===== src/rtl/mem_responder.sv =====
// Single-port byte memory responder for the mem_intf bus: accepts one write or read at a time,
// holds busy for a fixed latency, then commits the write or returns data with an rd_rdy pulse.
module mem_responder #(
  parameter int unsigned DEPTH_LOG2 = 8,
  parameter int unsigned WR_LAT     = 2,
  parameter int unsigned RD_LAT     = 4
) (
  input  logic        clk,
  input  logic        reset,
  input  logic [31:0] addr,
  input  logic        wr_en,
  input  logic        rd_en,
  input  logic [7:0]  wdata,
  output logic [7:0]  rdata,
  output logic        busy,
  output logic        rd_rdy,
  output logic        err
);

  localparam int unsigned Depth  = 2 ** DEPTH_LOG2;
  localparam int unsigned MaxLat = (WR_LAT > RD_LAT) ? WR_LAT : RD_LAT;
  localparam int unsigned CntW   = $clog2(MaxLat + 1);

  typedef enum logic [1:0] {StIdle, StWrite, StRead} state_e;

  state_e                state_q;
  logic [CntW-1:0]       cnt_q;
  logic [DEPTH_LOG2-1:0] addr_q;
  logic [7:0]            wdata_q;
  logic                  done;
  logic                  mem_we;
  logic [7:0]            mem [Depth];

  // Upper address bits alias onto the populated range.
  logic unused_addr;
  assign unused_addr = ^addr[31:DEPTH_LOG2];

  always_comb begin
    done   = 1'b0;
    mem_we = 1'b0;
    if (state_q != StIdle && cnt_q == CntW'(1)) begin
      done   = 1'b1;
      mem_we = (state_q == StWrite);
    end
  end

  // Storage is deliberately left out of reset; an async reset forces state_q to idle, which
  // drops mem_we and so discards any uncommitted write.
  always_ff @(posedge clk) begin
    if (mem_we) begin
      mem[addr_q] <= wdata_q;
    end
  end

  always_ff @(posedge clk or posedge reset) begin
    if (reset) begin
      state_q <= StIdle;
      cnt_q   <= '0;
      addr_q  <= '0;
      wdata_q <= 8'h00;
      rdata   <= 8'h00;
      busy    <= 1'b0;
      rd_rdy  <= 1'b0;
      err     <= 1'b0;
    end else begin
      rd_rdy <= 1'b0;
      err    <= 1'b0;
      unique case (state_q)
        StIdle: begin
          if (wr_en && rd_en) begin
            err <= 1'b1;
          end else if (wr_en) begin
            state_q <= StWrite;
            cnt_q   <= CntW'(WR_LAT);
            addr_q  <= addr[DEPTH_LOG2-1:0];
            wdata_q <= wdata;
            busy    <= 1'b1;
          end else if (rd_en) begin
            state_q <= StRead;
            cnt_q   <= CntW'(RD_LAT);
            addr_q  <= addr[DEPTH_LOG2-1:0];
            busy    <= 1'b1;
          end
        end
        StWrite, StRead: begin
          // Any request while busy is rejected, including on the completion edge.
          if (wr_en || rd_en) begin
            err <= 1'b1;
          end
          if (done) begin
            state_q <= StIdle;
            cnt_q   <= '0;
            busy    <= 1'b0;
            if (state_q == StRead) begin
              rdata  <= mem[addr_q];
              rd_rdy <= 1'b1;
            end
          end else begin
            cnt_q <= cnt_q - CntW'(1);
          end
        end
        default: begin
          state_q <= StIdle;
          busy    <= 1'b0;
        end
      endcase
    end
  end

endmodule

===== config.mk =====
export PLATFORM = sky130hd
export DESIGN_NAME = mem_responder
export DESIGN_NICKNAME = d
export VERILOG_FILES = /design/src/rtl/mem_responder.sv
export SDC_FILE = /design/constraint.sdc
export NUM_CORES = 2
export LEC_CHECK = 0
export BUFFER_PORTS_ARGS = -buffer_cell sky130_fd_sc_hd__buf_4
export CORE_AREA = 2 2 485 487
export CTS_CLUSTER_DIAMETER = 150
export DETAILED_ROUTE_END_ITERATION = 16
export DIE_AREA = 0 0 487 489
export GPL_TIMING_DRIVEN = 1
export SYNTH_ARGS = -nofsm -noshare
export SYNTH_HDL_FRONTEND = slang
export SYNTH_SLANG_ARGS = --single-unit

===== constraint.sdc =====
create_clock -name clk -period 8.75 [get_ports clk]
set_input_delay 0.875 -clock clk [delete_from_list [all_inputs] [get_ports clk]]
set_output_delay 0.875 -clock clk [all_outputs]
set_load 0.05 [all_outputs]

==> reports/qor.yml <==
drt_iter0_markers: 4370
die_w_um: 487
syn-mean-instance-area_um2: 21.0
start_kind: "flop"
tns_ns: 0
cts_resized: 0
setup_ws_ns: 4.13
ctsHoldBuffers: 0
cts_tree: "yes"
synth_largest_area_cell: "edfxtp_1"
wl_um: 206000
seq_power_share_pct: 42.6
yosys.cell_count.top_type: "edfxtp_1"
clkTransAtPathRegs_ns: 0.06
drv_slew: 0
antenna_found_initial: 7
power.density_mw_per_mm2: 335
vias: 39100
synthArstFlopShare_pct: 1.54
yosys.cell_types.count: 72
fin_worst_skew_ns: 0.0479
hold_class: "in2async"
routedWlPerCell_um: 28.7
criticalPathCategory: "reg2reg"
synth_top_cells_by_count: "edfxtp_1, mux4_2, nor2_1, mux2i_1, nand2_1"
status: "complete, no violations"
syn_area_mm2: 0.0812
fillers: 20600
yosysWarnings: 0
placed_area_mm2: 0.0848
postCtsSetupRepairBufs: 0
core_mm2: 0.234
gp_congestion: 0.806
die_area_mm2: 0.238
leakagePower_nw: 28.2
cp_data_required_time_ns: 9.20
dp_hpwl_um: 121000
yosys-top-cells-area: "edfxtp_1, mux4_2, mux2i_1"
rows: 178
synth_edf_count: 2048
worst_pin_slew_ns: 1.40
synth_seq_cells: 2080
yosysTopAreaCellShare_pct: 75.7
drv_cap: 0
syn2layout_area_growth_pct: 12.8
drive_above_1_share_pct: 23.2
final-seq-area_mm2: 0.0623
timing.fmax_ghz: 0.216
dp.cells: 6802
multi_input_area_mm2: 0.0176
cp_max_fo: 9
grt_pass1_vias: 40200
grt_util_all_layers_pct: 17.2
synth_cells: 3863
design_area_mm2: 0.0916
clockBufferDepth: 3
grt_max_degree: 209
final_nets: 4006
relSlewSlack_pct: 6.67
clock_sink_count: 2080
grt-ovfl-total: 0
switching_power_mw: 10.1
syn_nets: 3916
setup_viol: 0
pwr-share-clk_pct: 28.9
start_util_pct: 34.8
combinationalPowerShare_pct: 28.5
firstDrtPassIters: 6
cts_made_buffers: 209
vdd_drop_max_mv: 0.401
synth_top_flop_cell: "edfxtp_1"
numPortBuffers: 30
fin_crit_sh_pct: 52.8
htreeDepth: 4
grt_pass1_wl_um: 295000
cts-root-buf: "clkbuf_16"
ys_seq_area_share_pct: 76.7
via_per_inst: 5.44
cp_data_arrival_time_ns: 5.07
place_ws_ns: 4.13
ant_nets: 0
rsz0062_at_grt: "no"
die_y_um: 489
instances_no_fill: 7193
hold_violations: 0
drcViolationCount: 0
p_int_mw: 20.7
final_core_util_pct: 39.2
end_kind: "flop"
worstSkewPairLatency_ns: 0.86
min_period_ns: 4.62
io_pins: 55
sw_frac_of_total_pct: 32.7
[layout by cell type (no fill, tap or decap), drive strengths merged, types with 5 or more instances in the layout]
| cell | n |
|---|---|
| and2 | 7 |
| nand3 | 42 |
| and3 | 5 |
| a2111oi | 6 |
| buf | 112 |
| o221ai | 5 |
| nor2 | 303 |
| clkbuf | 249 |
| a22o | 7 |
| inv | 15 |
| clkinv | 108 |
| nand2 | 136 |
| a31oi | 10 |
| nor3b | 8 |
| o22ai | 41 |
| nand4 | 18 |
| edfxtp | 2048 |
| a32oi | 22 |
| a22oi | 48 |
| nand3b | 5 |
| mux2 | 34 |
| dfrtp | 32 |
| mux2i | 182 |
| a21oi | 21 |
| nor3 | 16 |
| clkinvlp | 10 |
| ha | 9 |
| mux4 | 485 |
| a211oi | 11 |
| bufinv | 19 |
| nor2b | 19 |
| nand2b | 9 |
| o21ai | 27 |
| o211ai | 7 |
[per-layer routing]
metal	vias up	share of wire (%)	global-route usage [%]
met2	1471	49	28.0
met4	12	3.4	6.07
met5	-	0.041	0
li1	16200	-	-
met1	21100	41	23.0
met3	358	7.2	3.36
[metrics by stage]
step | power [mW] | hold slack, ns
2_1_floorplan | 19.1 | 0.522
3_3_place_gp | 22.0 | 0.501
3_5_place_dp | 22.1 | 0.512
4_1_cts | 30.9 | 0.141
5_1_grt | 31.8 | 0.165
6_report | 30.7 | 0.171
[final cells by class]
class / count / area share, %
diodes: 2 / 0.00546
clock buffers: 249 / 5.91
clock inverters: 140 / 1.56
inverters: 12 / 0.0519
multi-input cells: 1538 / 19.2
flip-flops and latches: 2080 / 68.0
well taps: 3060 / 4.18
repair buffers: 112 / 1.10
[path summary, 6_finish.rpt]
| check | depth (start not counted) | end | slack (ns) | start |
|---|---|---|---|---|
| max in group asynchronous | 3 | addr_q[3] | 8.05 | reset |
| min in group clk | 2 | wdata_q[0] | 0.24 | wdata[0] |
| hold / removal | 3 | err | 0.17 | reset |
| hold reg to reg | 1 | addr_q[5] | 0.52 | addr_q[5] |
| setup reg to reg | 8 | mem[72][7] | 4.13 | state_q[0] |
| setup / recovery | 8 | mem[72][7] | 4.13 | state_q[0] |
[state kept, by name, indices dropped and copies added, names as in the netlist]
name and count:
addr_q 8, busy 1, cnt_q 3, err 1
mem 2048, rd_rdy 1, rdata 8, state_q 2
wdata_q 8
[kinds of logic (layout without fill, tap and decap cells)]
family | count (synthesis) | in the layout | synth area share [%]
AO/OA/AOI/OAI | 242 | 242 | 2.15
adder cells (fa/ha/maj) | 9 | 9 | 0.139
buffers and inverters | 245 | 513 | 1.72
flip-flops | 2080 | 2080 | 76.7
multiplexers | 701 | 701 | 16.2
other | 0 | 2 | 0
AND/OR/NAND/NOR | 586 | 586 | 3.12
[power groups by stage]
stage	clock network [mW]	registers, mW	logic, mW
floorplan	0	13.8	5.26
global placement	0	13.3	8.73
detailed placement	0	13.3	8.84
CTS	8.99	13.1	8.86
global route	9.37	13.1	9.26
finish	8.87	13.1	8.77
[worst max-delay path, stage by stage (launching register included)]
cell and delay, ns:
dfrtp_1 0.38, inv_1 0.09, ha_1 0.29, nor3b_1 0.34, and2_1 0.52, nor3b_1 0.48, nand2_1 0.78, buf_4 0.54
nor2_1 0.77
Note: power is estimated with default switching activity, not from simulation.
